[src/rtl/ascon_ti_share_gen.sv]
// Masking front-end for the 3-share TI Ascon datapath: splits five unmasked state
// words into Boolean shares. Optional debug bypass of the masks via ASCON_TI_BYPASS_EN.
module ascon_ti_share_gen #(
  parameter int unsigned WORD_W    = 64,
  parameter int unsigned NUM_WORDS = 5
) (
  input  logic                          clk,
  input  logic                          rst_n,
  input  logic                          in_valid,
  output logic                          in_ready,
  input  logic [WORD_W-1:0]             in_word,
  input  logic                          rnd_valid,
  output logic                          rnd_ready,
  input  logic [2*WORD_W-1:0]           rnd_data,
`ifdef ASCON_TI_BYPASS_EN
  input  logic                          mask_bypass,
`endif
  output logic                          out_valid,
  input  logic                          out_ready,
  output logic [WORD_W*NUM_WORDS-1:0]   out_sh0,
  output logic [WORD_W*NUM_WORDS-1:0]   out_sh1,
  output logic [WORD_W*NUM_WORDS-1:0]   out_sh2,
  output logic [2:0]                    word_cnt
);

  localparam int unsigned CNT_W   = 3;
  localparam int unsigned STATE_W = WORD_W * NUM_WORDS;
  localparam logic [CNT_W-1:0] LAST_IDX = CNT_W'(NUM_WORDS - 1);

  typedef enum logic {
    COLLECT = 1'b0,
    OUT     = 1'b1
  } state_t;

  state_t              state, state_d;
  logic [CNT_W-1:0]    cnt_d;
  logic                valid_d;
  logic [STATE_W-1:0]  sh0_d, sh1_d, sh2_d;
  logic                collect;
  logic                bypass;
  logic                fire;
  logic [WORD_W-1:0]   r0, r1;

`ifdef ASCON_TI_BYPASS_EN
  assign bypass = mask_bypass;
`else
  assign bypass = 1'b0;
`endif

  // Handshake: word and randomness are consumed together; neither ready looks at its own valid
  assign collect   = (state == COLLECT);
  assign in_ready  = collect & (rnd_valid | bypass);
  assign rnd_ready = collect & in_valid & ~bypass;
  assign fire      = collect & in_valid & (rnd_valid | bypass);

  assign r0 = bypass ? '0 : rnd_data[WORD_W-1:0];
  assign r1 = bypass ? '0 : rnd_data[2*WORD_W-1:WORD_W];

  // State and share registers
  always_ff @(posedge clk) begin
    if (!rst_n) begin
      state     <= COLLECT;
      word_cnt  <= '0;
      out_valid <= 1'b0;
      out_sh0   <= '0;
      out_sh1   <= '0;
      out_sh2   <= '0;
    end else begin
      state     <= state_d;
      word_cnt  <= cnt_d;
      out_valid <= valid_d;
      out_sh0   <= sh0_d;
      out_sh1   <= sh1_d;
      out_sh2   <= sh2_d;
    end
  end

  // Next-state: share the selected word on fire, hand off once all words are in
  always_comb begin
    state_d = state;
    cnt_d   = word_cnt;
    valid_d = out_valid;
    sh0_d   = out_sh0;
    sh1_d   = out_sh1;
    sh2_d   = out_sh2;
    case (state)
      COLLECT: begin
        if (fire) begin
          for (int unsigned k = 0; k < NUM_WORDS; k++) begin
            if (word_cnt == CNT_W'(k)) begin
              sh0_d[k*WORD_W +: WORD_W] = r0;
              sh1_d[k*WORD_W +: WORD_W] = r1;
              sh2_d[k*WORD_W +: WORD_W] = in_word ^ r0 ^ r1;
            end
          end
          cnt_d = word_cnt + CNT_W'(1);
          if (word_cnt == LAST_IDX) begin
            state_d = OUT;
            valid_d = 1'b1;
          end
        end
      end
      OUT: begin
        if (out_ready) begin
          state_d = COLLECT;
          cnt_d   = '0;
          valid_d = 1'b0;
        end
      end
      default: begin
        state_d = COLLECT;
        cnt_d   = '0;
        valid_d = 1'b0;
      end
    endcase
  end

endmodule

[config.mk]
export PLATFORM = sky130hd
export DESIGN_NAME = ascon_ti_share_gen
export DESIGN_NICKNAME = d
export VERILOG_FILES = /design/src/rtl/ascon_ti_share_gen.sv
export SDC_FILE = /design/constraint.sdc
export NUM_CORES = 2
export LEC_CHECK = 0
export ABC_AREA = 0
export BUFFER_PORTS_ARGS = -buffer_cell sky130_fd_sc_hd__buf_2
export CAP_MARGIN = 20
export CORE_AREA = 2 2 460 462
export CTS_CLUSTER_DIAMETER = 60
export DETAILED_ROUTE_END_ITERATION = 12
export DIE_AREA = 0 0 462 464
export PLACE_DENSITY = 0.33
export SLEW_MARGIN = 20
export SYNTH_ARGS = -nofsm -noshare
export SYNTH_HDL_FRONTEND = slang
export SYNTH_SLANG_ARGS = --single-unit
export TNS_END_PERCENT = 5
[constraint.sdc]
create_clock -name clk -period 4.5 [get_ports clk]
set_input_delay 0.675 -clock clk [delete_from_list [all_inputs] [get_ports clk]]
set_output_delay 0.675 -clock clk [all_outputs]
set_load 0.02 [all_outputs]
* Word-level counts from Yosys, hierarchy flattened
Cells that the tools add are included.
** Operators by class
- $add $sub $neg :: 1
- Equal/unequal tests :: 7
- Mux-type cells :: 11
- Bitwise gates (word level) :: 6
- Reduce and logical (&&, ||, !) cells :: 8
** Operators with widths (number)
- $xor A64 B64 Y64 :: 2
- $reduce_and A3 Y1 :: 6
- $eq A3 B2 Y1 const B :: 2
- $mux W1 :: 6
- $mux W3 :: 2
- $pmux W3 S2 :: 1
- $ne A2 B1 Y1 const B :: 2
- $pmux W1 S2 :: 2
- $add A3 B1 Y3 const B :: 1
- $and A1 B1 Y1 :: 3
- $eq A3 B1 Y1 const B :: 1
- $eq A3 B3 Y1 const B :: 1
- $logic_not A3 Y1 :: 1
- $ne A2 B2 Y1 const B :: 1
- $reduce_and A2 Y1 :: 1
- $not A1 Y1 :: 1
** Storage, ports and cells
- Bits in registers :: 965
- Word-level logic and storage cells :: 51

* Longest topological paths before layout
- Word-level depth :: 5
- Mapped depth :: 11

* Worst setup path after synthesis
OpenSTA, ideal clock, no wires.
- Path kind :: register -> register
- Start :: register word_cnt[2]
- End :: register out_sh0[229]
- Arrival :: 2.143 ns
- Slack :: 2.286 ns
- Cell stages (with the launch flop) :: 12
- Path buffers :: 6
- Clock period less this slack :: 2.214 ns
- Cell sequence :: dfxtp_1 > buf_2 > inv_2 > buf_6 > buf_2 > buf_2 > ha_1 > nand4b_1 > buf_2 > buf_1 > nand2_1 > a21oi_1
** Between the ends
- Cells in the longest elaborated chain, start to end :: 2
** Ends and longest elaborated chain
- from (decl) :: RTL line 23 : output logic [2:0] word_cnt
- from (signal assigned) :: RTL line 70 : word_cnt <= cnt_d;
- $eq A3 B2 Y1 :: RTL line 90 : if (word_cnt == CNT_W'(k)) begin
- $reduce_and A3 Y1 (no line)
- to (signal assigned) :: RTL line 65 : out_sh0 <= '0;
- to (signal assigned) :: RTL line 72 : out_sh0 <= sh0_d;
- to (decl) :: RTL line 20 : output logic [WORD_W*NUM_WORDS-1:0] out_sh0,
No other way between the ends.
A chain may end at the register's enable or synchronous reset.

* Worst setup path in the final report
- Start :: register word_cnt[2]
- End :: register out_sh2[218]
** Between the ends
- Cells in the longest elaborated chain, start to end :: 2
** Ends and longest elaborated chain
- $eq A3 B2 Y1 :: RTL line 90
- $reduce_and A3 Y1 (no line)
- to (signal assigned) :: RTL line 67 : out_sh2 <= '0;
- to (signal assigned) :: RTL line 74 : out_sh2 <= sh2_d;
- to (decl) :: RTL line 22 : output logic [WORD_W*NUM_WORDS-1:0] out_sh2,
No other way between the ends.

==> run_results.csv <==
group,metric,value,unit
clock_network,clk_latency,0.78,ns
clock_network,cts-hold-fix-buffers,0,
clock_network,clkTransAtPathRegs,0.05,ns
clock_network,htreeDepth,4,
critical_path,rr_worst_depth,6,
logic_synthesis,yosys_warnings,0,
global_route,grt_pass1_vias,34596,
logic_synthesis,syn_area_per_cell,8.53,um2
placed_design,postPlaceCellArea,44000,um2
floorplanning,core.rowCount,168,
cells_and_area,num-nets-final,5307,
cells_and_area,syn2layout_area_growth,37.8,%
timing,setup_viol,0,
power_and_ir_drop,vdd_ir_drop_max,0.385,mV
timing,setup_slack,1.49,ns
route,drc_errors,0,
logic_synthesis,synth_nets,4325,
timing,worst_slew_pin_slew,1.41,ns
clock_network,cts_tree,"done",
global_route,grt_pass1_wl,303000,um
timing,skew,0.0310,ns
timing,hold_ws,0.218,ns
global_route,track_usage,0.201,
floorplanning,initial_utilization,0.168,
min_path,min_path_cells,3,
global_route,grt.overflow.total,0,
run_status,outcome,"complete, no violations",
job,maxCapViolations,0,
critical_path,crit_type,"reg2reg",
global_route,grtUsageMet3,0.0797,
global_route,busiest_layer,"met2",
route,ant_nets,0,
route,drt-initial-drc-count,2909,
timing,maxSlewViolCount,0,
power_and_ir_drop,power.leakage,0.0194,uW
clock_network,cts.sinks,965,
cells_and_area,fin_area,48400,um2
logic_synthesis,ys_seq_area_frac,0.550,
global_route,antenna_found_initial,50,
logic_synthesis,synth_cells,4123,
timing,rsz0062_at_grt,"no",
timing,fmax,0.332,GHz
clock_network,post_cts_buffers,0,
critical_path,required,5.11,ns
critical_path,start_kind,"flip-flop",
floorplanning,core,209000,um2
global_route,grtUsageMet1,0.263,
logic_synthesis,yosys-top-cells-area,"dfxtp_1, a21oi_1, nand3_1",
route,wirelength,226000,um
cells_and_area,finalNonFillerCells,8024,
critical_path,end_kind,"flip-flop",
route,wire_per_inst,28.2,um
critical_path,cp.arrival,3.62,ns
placed_design,dpl.hpwl,156000,um
global_route,met2_usage,0.300,
logic_synthesis,synth_ff_type,"dfxtp_1",
floorplanning,ios,1163,
route,vias,36543,
cells_and_area,register_area,19300,um2
timing,min_period,3.01,ns
cells_and_area,multi_input_area,14100,um2
timing,slew_headroom,0.0633,
route,drt-pass1-iter-count,5,
clock_network,cts_buffers,137,
placed_design,io_buffer_count,1162,
cells_and_area,nFillCells,23235,
power_and_ir_drop,powerDensity,449,nW/um2
logic_synthesis,ys_ff_latch,965,
logic_synthesis,syn_area,35200,um2
timing,hold_viol,0,
placed_design,pre_cts_slack,1.31,ns
critical_path,cp_max_fo,62,
floorplanning,die-area,214000,um2
timing,period_share,0.669,
min_path,hp-class,"in2reg",
logic_synthesis,synth_top_cell_area_share,0.550,
global_route,grt_max_degree,165,
logic_synthesis,synth_edf_count,0,
floorplanning,die_x,462,um
logic_synthesis,synthDistinctLibCells,29,
logic_synthesis,yosys.area.top_type,"dfxtp_1",
clock_network,cts_buffer_depth,3,
placed_design,place_congestion,0.811,
route,viasPerCell,4.55,
timing,fin_tns_setup,0,ns
clock_network,cts_root_buf,"clkbuf_16",
logic_synthesis,async_flop_share,0,
floorplanning,die_h,464,um
clock_network,cts_resized,0,
placed_design,dp.cells,7771,
cells_and_area,drive_above_1_share,0.290,
sequential cells by signal (all words and copies together), names as in the netlist:
register / cells
out_sh0: 320
out_sh2: 320
out_valid: 1
state: 1
word_cnt: 3
out_sh1: 320
critical path: stages, from the launching register on:
cell and delay (ns):
dfxtp_4 0.76, inv_8 0.31, ha_1 0.32, and4b_4 0.25
nand2_2 0.56, buf_4 0.46, o21ai_0 0.13
path summary, 6_finish.rpt:
path / from / to / slack, ns
max reg2reg: word_cnt[2] / out_sh2[218] / 1.49
max: word_cnt[2] / out_sh2[218] / 1.49
min reg2reg: out_sh0[219] / out_sh0[219] / 0.45
min: out_ready / state / 0.22
logic make-up (layout without fill, tap and decap cells):
logic type | count (synthesis) | in the layout | share of synthesized area
XOR/XNOR | 128 | 128 | 0.0319
adder cells (fa/ha/maj) | 5 | 5 | 0.00178
flip-flops | 965 | 965 | 0.550
AO/OA/AOI/OAI | 1477 | 1477 | 0.219
AND/OR/NAND/NOR | 1116 | 1116 | 0.143
buffers and inverters | 432 | 1510 | 0.0550
other | 0 | 18 | 0
report_power, final:
group | switching, uW | internal (uW)
registers | 69.6 | 8690
clock network | 4350 | 6440
logic | 1730 | 456
total | 6150 | 15600
cells in the final DEF (no fill, tap or decap), drive strengths merged:
cell	n
nor2	4
nand2	516
dfxtp	965
clkinvlp	2
clkbuf	192
nand4bb	1
o22ai	256
inv	20
clkinv	19
ha	5
xnor2	64
bufinv	8
nand3b	1
nand4b	2
or2	1
o21ai	576
nand3	585
a21oi	645
and4b	2
buf	1269
nor2b	2
and4bb	1
xor2	64
diode	18
nand2b	1
cell type report:
| cell class | instances | area share |
|---|---|---|
| inverters | 6 | 0.000982 |
| diodes | 18 | 0.000930 |
| multi-input cells | 2726 | 0.292 |
| flip-flops and latches | 965 | 0.399 |
| well taps | 2805 | 0.0725 |
| clock buffers | 192 | 0.0794 |
| repair buffers | 1269 | 0.144 |
| clock inverters | 43 | 0.0114 |
cell usage after synthesis, types with 7 or more instances:
library cell  count
o22ai_1         256
o21ai_1          12
nand3_1         581
xnor2_1          64
a21oi_1         645
buf_1             7
nand2_1         516
dfxtp_1         965
buf_4            34
buf_2           113
o21ai_0         564
xor2_1           64
clkbuf_1        266
through the flow:
step,total power [uW],utilization
after floorplan,9790,-
after global placement,11100,0.210
after detailed placement,11200,0.210
after CTS,22100,0.231
after global routing,22500,0.231
final,21700,0.232
layer usage:
layer  part of all wire  wire (um)
met1               0.44      98400
met2               0.43      97300
met3               0.10      23400
met4              0.029       6640
met5             0.0010        232
(Power assumes the default switching activity.)
